File: config.mk
export PLATFORM = sky130hd
export DESIGN_NAME = issue_pipe_buf
export DESIGN_NICKNAME = d
export VERILOG_FILES = /design/src/rtl/issue_pipe_buf_pkg.sv /design/src/rtl/issue_pipe_buf_bundle_slot.sv /design/src/rtl/issue_pipe_buf.sv
export SDC_FILE = /design/constraint.sdc
export NUM_CORES = 1
export LEC_CHECK = 0
export CAP_MARGIN = 20
export CORE_ASPECT_RATIO = 1.25
export CORE_UTILIZATION = 30
export CTS_CLUSTER_DIAMETER = 60
export CTS_CLUSTER_SIZE = 16
export DETAILED_ROUTE_END_ITERATION = 8
export PLACE_DENSITY = 0.59
export SETUP_SLACK_MARGIN = 0.05
export SYNTH_ARGS = -nofsm -noshare
export SYNTH_HDL_FRONTEND = slang
export SYNTH_SLANG_ARGS = --single-unit
File: constraint.sdc
create_clock -name clk -period 9.65 [get_ports clk]
set_input_delay 2.4125 -clock clk [delete_from_list [all_inputs] [get_ports clk]]
set_output_delay 2.4125 -clock clk [all_outputs]
set_load 0.005 [all_outputs]
File: src/rtl/issue_pipe_buf_pkg.sv
// Shared widths and the modulo tag-age compare used by the issue buffer,
// launch select and writeback ordering.
package issue_pipe_buf_pkg;

  localparam int ISSUE_LANES  = 2;
  localparam int ISSUE_TAG_W  = 3;
  localparam int ISSUE_DATA_W = 160;

  // t is younger than k iff (t - k) mod 2^w lies in [1, 2^(w-1) - 1]
  function automatic logic tag_younger(input logic [31:0] t, input logic [31:0] k,
                                       input int unsigned w);
    logic [31:0] mask, d, lim;
    mask = (32'd1 << w) - 32'd1;
    d    = (t - k) & mask;
    lim  = (32'd1 << (w - 1)) - 32'd1;
    return (d != 32'd0) && (d <= lim);
  endfunction

endpackage

File: src/rtl/issue_pipe_buf_bundle_slot.sv
// One bundle slot: lane valids, tags and payload, with the kill mask applied
// to the held lanes and an occupancy flag derived from the registered valids.
module bundle_slot
  import issue_pipe_buf_pkg::*;
#(
  parameter int LANES  = ISSUE_LANES,
  parameter int TAG_W  = ISSUE_TAG_W,
  parameter int DATA_W = ISSUE_DATA_W
) (
  input  logic                           clk,
  input  logic                           rst,
  input  logic                           i_kill_en,
  input  logic [TAG_W-1:0]               i_kill_tag,
  input  logic                           i_ld,
  input  logic                           i_clr,
  input  logic [LANES-1:0]               i_valid,
  input  logic [LANES-1:0][TAG_W-1:0]    i_tag,
  input  logic [LANES-1:0][DATA_W-1:0]   i_data,
  output logic [LANES-1:0]               o_valid,
  output logic [LANES-1:0][TAG_W-1:0]    o_tag,
  output logic [LANES-1:0][DATA_W-1:0]   o_data,
  output logic [LANES-1:0]               o_kvalid,
  output logic                           o_occ
);

  logic [LANES-1:0]             r_valid;
  logic [LANES-1:0][TAG_W-1:0]  r_tag;
  logic [LANES-1:0][DATA_W-1:0] r_data;
  logic [LANES-1:0]             w_kill;

  for (genvar g = 0; g < LANES; g++) begin : g_kill
    assign w_kill[g] = i_kill_en & tag_younger(32'(r_tag[g]), 32'(i_kill_tag), TAG_W);
  end

  assign o_kvalid = r_valid & ~w_kill;
  assign o_occ    = |r_valid;
  assign o_valid  = r_valid;
  assign o_tag    = r_tag;
  assign o_data   = r_data;

  // Holding a slot still applies the kill mask, so no explicit keep path is needed
  always_ff @(posedge clk) begin
    if (rst) begin
      r_valid <= '0;
      r_tag   <= '0;
      r_data  <= '0;
    end else if (i_clr) begin
      r_valid <= '0;
    end else if (i_ld) begin
      r_valid <= i_valid;
      r_tag   <= i_tag;
      r_data  <= i_data;
    end else begin
      r_valid <= o_kvalid;
    end
  end

endmodule

File: src/rtl/issue_pipe_buf.sv
// Multi-lane inter-stage buffer: HEAD drives the outputs, SKID absorbs one
// bundle during a stall so in_ready depends on registered state only.
module issue_pipe_buf
  import issue_pipe_buf_pkg::*;
#(
  parameter int LANES  = ISSUE_LANES,
  parameter int DATA_W = ISSUE_DATA_W,
  parameter int TAG_W  = ISSUE_TAG_W
) (
  input  logic                    clk,
  input  logic                    rst,
  input  logic                    flush,
  input  logic                    kill_en,
  input  logic [TAG_W-1:0]        kill_tag,
  input  logic [LANES-1:0]        in_valid,
  input  logic [LANES*TAG_W-1:0]  in_tag,
  input  logic [LANES*DATA_W-1:0] in_data,
  output logic                    in_ready,
  output logic [LANES-1:0]        out_valid,
  output logic [LANES*TAG_W-1:0]  out_tag,
  output logic [LANES*DATA_W-1:0] out_data,
  input  logic                    out_ready,
  output logic [1:0]              occupancy
);

  logic [LANES-1:0][TAG_W-1:0]  w_in_tag;
  logic [LANES-1:0][DATA_W-1:0] w_in_data;
  logic [LANES-1:0]             w_in_kvalid;

  logic [LANES-1:0]             w_h_valid, w_h_kvalid, w_s_valid, w_s_kvalid;
  logic [LANES-1:0][TAG_W-1:0]  w_h_tag, w_s_tag;
  logic [LANES-1:0][DATA_W-1:0] w_h_data, w_s_data;
  logic                         w_h_occ, w_s_occ;

  logic [LANES-1:0]             w_h_ld_valid;
  logic [LANES-1:0][TAG_W-1:0]  w_h_ld_tag;
  logic [LANES-1:0][DATA_W-1:0] w_h_ld_data;

  logic w_push, w_pop, w_in_live, w_h_live, w_s_live, w_h_keep;
  logic w_h_ld, w_h_clr, w_s_ld, w_s_clr, w_h_from_skid;

  assign w_in_tag  = in_tag;
  assign w_in_data = in_data;

  for (genvar g = 0; g < LANES; g++) begin : g_in_kill
    assign w_in_kvalid[g] = in_valid[g] &
      ~(kill_en & tag_younger(32'(w_in_tag[g]), 32'(kill_tag), TAG_W));
  end

  assign w_push    = in_ready & (|in_valid);
  assign w_pop     = out_ready & w_h_occ;
  assign w_in_live = w_push & (|w_in_kvalid);
  assign w_h_live  = |w_h_kvalid;
  assign w_s_live  = |w_s_kvalid;
  assign w_h_keep  = w_h_live & ~w_pop;

  // Slots are judged after the kill mask; a killed-empty HEAD is refilled like a popped one
  always_comb begin
    w_h_ld        = 1'b0;
    w_h_clr       = 1'b0;
    w_s_ld        = 1'b0;
    w_s_clr       = 1'b0;
    w_h_from_skid = 1'b0;
    if (flush) begin
      w_h_clr = 1'b1;
      w_s_clr = 1'b1;
    end else if (w_h_keep) begin
      w_s_ld = w_in_live & ~w_s_live;
    end else begin
      w_s_clr = 1'b1;
      if (w_s_live) begin
        w_h_ld        = 1'b1;
        w_h_from_skid = 1'b1;
      end else if (w_in_live) begin
        w_h_ld = 1'b1;
      end else begin
        w_h_clr = 1'b1;
      end
    end
  end

  assign w_h_ld_valid = w_h_from_skid ? w_s_kvalid : w_in_kvalid;
  assign w_h_ld_tag   = w_h_from_skid ? w_s_tag    : w_in_tag;
  assign w_h_ld_data  = w_h_from_skid ? w_s_data   : w_in_data;

  bundle_slot #(.LANES(LANES), .TAG_W(TAG_W), .DATA_W(DATA_W)) u_head (
    .clk        (clk),
    .rst        (rst),
    .i_kill_en  (kill_en),
    .i_kill_tag (kill_tag),
    .i_ld       (w_h_ld),
    .i_clr      (w_h_clr),
    .i_valid    (w_h_ld_valid),
    .i_tag      (w_h_ld_tag),
    .i_data     (w_h_ld_data),
    .o_valid    (w_h_valid),
    .o_tag      (w_h_tag),
    .o_data     (w_h_data),
    .o_kvalid   (w_h_kvalid),
    .o_occ      (w_h_occ)
  );

  bundle_slot #(.LANES(LANES), .TAG_W(TAG_W), .DATA_W(DATA_W)) u_skid (
    .clk        (clk),
    .rst        (rst),
    .i_kill_en  (kill_en),
    .i_kill_tag (kill_tag),
    .i_ld       (w_s_ld),
    .i_clr      (w_s_clr),
    .i_valid    (w_in_kvalid),
    .i_tag      (w_in_tag),
    .i_data     (w_in_data),
    .o_valid    (w_s_valid),
    .o_tag      (w_s_tag),
    .o_data     (w_s_data),
    .o_kvalid   (w_s_kvalid),
    .o_occ      (w_s_occ)
  );

  assign in_ready  = ~w_s_occ;
  assign out_valid = w_h_valid;
  assign out_tag   = w_h_tag;
  assign out_data  = w_h_data;
  assign occupancy = {1'b0, w_h_occ} + {1'b0, w_s_occ};

endmodule

==> impl_metrics.ini, run 1 <==
[logic_synthesis]
ys_seq_elements = 656
synth_most_common_cell = dfxtp_1
synth.area.top_cells = dfxtp_1 39%, a211oi_2 11%, and3_1 6.0%
yosys_warnings = 0
ys_top_cells_by_count = 656 x dfxtp_1, 341 x inv_1, 328 x a21oi_1
synth-edff-count = 0
synth_cells = 3845
syn_area_per_cell_um2 = 8.80
synth_nets = 4194
seq_area_frac_synth_pct = 38.8
yosysTopAreaCell = dfxtp_1
async_flop_share_pct = 0
synth-main-ff-cell = dfxtp_1
ys_types = 42
syn-cell-area_mm2 = 0.0338
synth_top_area_share_pct = 38.8

[drt]
wirelength_mm = 123
drtPass1Iterations = 7
route.detailed.drc = 0
viasPerCell = 5.55
ant_nets = 0
vias = 31200
avgRoutedWirePerCell_um = 21.9
first_iter_violations = 2309

[grt]
grt_pass1_vias = 29000
grtUsageTotal_pct = 20.4
antenna_found_initial = 19
grt-ovfl-total = 0
grt_max_degree = 241
grt_pass1_wl_mm = 185

[floorplan]
initial_core_util_pct = 30.3
die_area_mm2 = 0.114
pin_count = 667
core_area_mm2 = 0.112
die_y_um = 378
row_count = 137
die_x_um = 302

[power]
pwr-share-clk_pct = 40.0
power.density_mw_per_mm2 = 165
seqPwrFrac_pct = 41.7
internal_power_uw = 4980
switching_share_pct = 29.9
p_leak_uw = 0.0135
p_sw_uw = 2120
combPwrFrac_pct = 18.2
vdd_drop_max_mv = 0.127

[clocking]
cts_buffer_depth = 3
clock_latency_ns = 0.65
tritoncts = built
cts_max_level = 3
postCtsResizedCells = 0
clkTransAtPathRegs_ns = 0.07
cts_setup_buffers = 0
numCtsBuffers = 68
holdBufCountCts = 0
cts_root_buf = clkbuf_16
cts.sinks = 656

[final_layout]
multi_input_area_mm2 = 0.0172
drive_gt1_share_pct = 11.6
ff_latch_area_mm2 = 0.0131
area_delta_synth_final_pct = 27.1
finish.net_count = 4463
final_util_pct = 38.5
nFillCells = 11400

[timing]
finalCritPeriodShare_pct = 66.3
rsz0062_at_grt = no
fin_crit_ns = 6.40
report.final.slew_viol_count = 43
fin_skew_ns = 0.0416
setup_viol = 0
worst_pin_slew_ns = 1.57
hold_ws_ns = 0.460
finalSetupTns_ns = 0
fmax_mhz = 156
hold_viol = 0
maxSlewHeadroom_pct = -4.56

[run_status]
outcome = complete, but fails checks
violations = max-slew violations

[worst_setup_path]
slowest_stage = a2111oi_0
critPathMaxFanout = 139
crit_type = in -> reg
max_stage_delay_ns = 0.82
critPathArrivalTime_ns = 6.86
end_kind = register
crit_required_ns = 10.11
startpoint_type = input pin
path_cells = clkdlybuf4s50_1 > ha_1 > inv_1 > fa_1 > xnor3_1 > o311ai_2 > nand3_4 > buf_12 > a2111oi_0 > a211oi_1

[place]
numPortBuffers = 666
dp_hpwl_mm = 69.4
gp_routability_congestion = 0.808

[run]
cap_violations = 0

[worst_hold_path]
hp-class = reg -> reg
-- through the flow --
stage	instance area (µm²)	total power (µW)	worst slack, ns	std cells
final	43000	7100	3.25	5628
after CTS	43000	7190	3.43	5621
after floorplan	33800	3660	4.91	3845
after global routing	43000	7380	3.10	5628
after detailed placement	40600	4330	2.74	5503
after global placement	40600	4320	2.79	5503
-- routing by layer --
layer  vias to the layer above  global-route usage, %  share of wire (%)
met5                         -                      0              0.099
met4                        20                   7.52                3.1
met3                       182                   3.73                6.1
met2                       962                   32.9                 47
met1                     15300                   27.1                 44
li1                      14700                      -                  -
-- cells in the final DEF, fill, tap and decap left out, drive strengths merged, types with 4 or more instances in the layout --
master,synthesis,routed
fa,6,6
a211oi,330,330
o31ai,4,4
xnor3,6,6
and3,324,324
inv,341,360
o31a,4,4
nor2b,6,6
buf,185,42
a21oi,328,328
o21ai,326,326
ha,7,7
diode,0,7
clkbuf,323,78
a21boi,324,324
dfxtp,656,656
nand3,327,327
a2111oi,326,326
clkinv,0,16
clkdlybuf4s50,0,665
-- worst paths after layout --
| check | endpoint | slack [ns] | start | cells after the start |
|---|---|---|---|---|
| setup / recovery | u_head.o_data[39] | 3.25 | kill_tag[0] | 10 |
| hold / removal | u_head.o_data[301] | 0.46 | u_head.o_data[301] | 2 |
| hold reg to reg | u_head.o_data[301] | 0.46 | u_head.o_data[301] | 2 |
| setup reg to reg | u_head.o_data[39] | 5.33 | u_head.o_tag[3] | 10 |
-- kinds of logic after synthesis --
logic type / Yosys count / share of synthesized area, %
XOR/XNOR: 6 / 0.399
AND/OR/NAND/NOR: 667 / 11.1
AO/OA/AOI/OAI: 1654 / 38.4
buffers and inverters: 849 / 10.6
adder cells (fa/ha/maj): 13 / 0.614
flip-flops: 656 / 38.8
-- critical path, delay by kind of cell --
family                   cells  cell delay, ns
buffers and inverters        3            1.20
adder cells (fa/ha/maj)      2            0.57
AO/OA/AOI/OAI                3            1.42
AND/OR/NAND/NOR              1            0.74
XOR/XNOR                     1            0.22
-- registers in the layout (all words and copies together), names as in the netlist --
name,cells
u_head.o_data,320
u_head.o_tag,6
u_head.o_valid,2
u_skid.o_data,320
u_skid.o_tag,6
u_skid.o_valid,2
-- area by class of cell --
type / count / share of cell area, %
diodes: 7 / 0.0407
clock buffers: 78 / 4.28
clock inverters: 40 / 1.23
inverters: 341 / 2.98
multi-input cells: 2340 / 39.9
flip-flops and latches: 656 / 30.5
well taps: 1459 / 4.24
repair buffers: 707 / 16.8
-- power groups by stage --
stage	Combinational [µW]	Sequential, µW	Clock, µW
2_1_floorplan	657	3010	0
3_3_place_gp	1290	3020	0
3_5_place_dp	1300	3030	0
4_1_cts	1300	2960	2930
5_1_grt	1380	2980	3020
6_report	1300	2960	2840
No activity file was read; power rests on OpenSTA's default activity.
==> run 2: changes to the inputs <==
- clock period: 9.65 -> 6.29 ns (I/O delays scaled with it)
==> run 2 against run 1 <==
  * The flow now finishes without violations
  * Hold slack got worse by 0.0053 ns
  * Combinational power increased by 60%
  * Clock skew about the same
  * First-iteration DRC count decreased by 1.9%
  * Worst setup slack got worse by 1.9 ns
  * Final cell count increased by 0.89%
  * Clock power increased by 41%
  * Non-clock buffer count increased by 70
  * Flip-flop and latch count unchanged
  * Via count increased by 0.33%
  * Sequential share of layout area decreased by 0.36 points
  * Register-to-register slack got worse by 2.7 ns
  * Critical endpoint is now u_head.o_data[310]
  * Largest cell class unchanged
  * Largest power group unchanged
==> impl_metrics.ini, run 2 (synthesized netlist as in run 1, its figures left out) <==
[run_status]
outcome = completed

[grt]
grt_pass1_wl_mm = 185
antenna_found_initial = 17
grt_max_degree = 181
grtUsageTotal_pct = 20.5
grt_pass1_vias = 29100
grt-ovfl-total = 0

[power]
internal_power_uw = 7540
p_leak_uw = 0.0138
power.density_mw_per_mm2 = 244
pwr-share-clk_pct = 37.6
switching_share_pct = 29.0
combPwrFrac_pct = 19.6
total_power_uw = 10600
vdd_drop_max_mv = 0.220
p_sw_uw = 3080
seqPwrFrac_pct = 42.8

[floorplan]
initial_core_util_pct = 30.3
row_count = 137
die_area_mm2 = 0.114
pin_count = 667
die_y_um = 378
die_x_um = 302
core_area_mm2 = 0.112

[clocking]
holdBufCountCts = 0
tritoncts = built
postCtsResizedCells = 0
clkTransAtPathRegs_ns = 0.07
cts_buffer_depth = 3
cts_max_level = 2
clock_latency_ns = 0.66
numCtsBuffers = 60
cts.sinks = 656
cts_root_buf = clkbuf_16
cts_setup_buffers = 0

[place]
numPortBuffers = 666
gp_routability_congestion = 0.805
dp_hpwl_mm = 76.2
placed_area_mm2 = 0.0414

[drt]
avgRoutedWirePerCell_um = 21.8
route.detailed.drc = 0
first_iter_violations = 2264
wirelength_mm = 124
vias = 31300
viasPerCell = 5.52
ant_nets = 0
drtPass1Iterations = 5

[worst_setup_path]
crit_type = in -> reg
end_kind = register
critPathMaxFanout = 107
startpoint_type = input pin
crit_required_ns = 6.78
critPathArrivalTime_ns = 5.38

[timing]
fin_crit_ns = 4.90
hold_viol = 0
finalCritPeriodShare_pct = 77.9
report.final.slew_viol_count = 0
maxSlewHeadroom_pct = 29.2
finalSetupTns_ns = 0
fmax_mhz = 204
fin_skew_ns = 0.0416
hold_ws_ns = 0.455
worst_pin_slew_ns = 1.06
setup_viol = 0
rsz0062_at_grt = no

[final_layout]
fin_area_mm2 = 0.0435
final_cell_mix = 665 x clkdlybuf4s50_1, 656 x dfxtp_1, 341 x inv_1, 328 x a21oi_1, 326 x nand3_1
drive_gt1_share_pct = 12.7
ff_latch_area_mm2 = 0.0131
multi_input_area_mm2 = 0.0172
final_common_cell = clkdlybuf4s50_1
finish.net_count = 4525
area_delta_synth_final_pct = 28.6
nFillCells = 11200

[run]
cap_violations = 0

[worst_hold_path]
hp-class = reg -> reg
[run 2: cell count changes in the layout (fill, tap and decap cells not counted), moves of 6 or more]
cell / change
clkbuf_16: -8
buf_12: +23
a2111oi_1: +6
a2111oi_0: -6
buf_4: +47
[run 2: per-layer routing]
layer	GRT usage [%]	vias up	routed length, µm	part of all wire [%]
li1	-	14900	-	-
met1	27.7	15300	54600	44
met2	33.0	974	58100	47
met3	3.36	185	7220	5.8
met4	6.82	22	3900	3.1
met5	0	-	149	0.12
[run 2: cell type report]
cell class,count,share of cell area (%)
diodes,7,0.0402
clock buffers,64,3.60
clock inverters,34,1.14
inverters,341,2.94
multi-input cells,2340,39.4
flip-flops and latches,656,30.2
well taps,1459,4.19
repair buffers,777,18.5
[run 2: critical path, cell delays in order]
cell and delay [ns]:
clkdlybuf4s50_1 0.66, ha_1 0.22, inv_1 0.06, fa_1 0.39, xnor3_1 0.24, o31ai_4 0.52
buf_12 0.38, buf_4 0.39, a21boi_0 0.15, a2111oi_0 0.54, a211oi_2 0.09
[run 2: stage by stage]
step	worst slack (ns)	instances	utilization (%)
floorplan	2.39	3845	-
global placement	0.767	5573	37.1
detailed placement	0.805	5573	37.1
CTS	1.50	5671	38.9
global route	1.19	5676	38.9
finish	1.39	5678	38.9
[run 2: power by group through the flow]
stage	clock [µW]	combinational, µW	sequential [µW]
6_report	4000	2080	4550
5_1_grt	4280	2220	4570
4_1_cts	4130	2090	4550
3_5_place_dp	0	2090	4650
3_3_place_gp	0	2080	4640
2_1_floorplan	0	1010	4610
[run 2: final timing paths]
check	to	from	slack (ns)	cells after the start
worst max register to register	u_head.o_data[310]	u_skid.o_tag[3]	2.65	11
worst min register to register	u_head.o_data[43]	u_head.o_data[43]	0.45	2
worst min-delay path	u_head.o_data[43]	u_head.o_data[43]	0.45	2
worst max-delay path	u_head.o_data[310]	kill_tag[0]	1.39	11
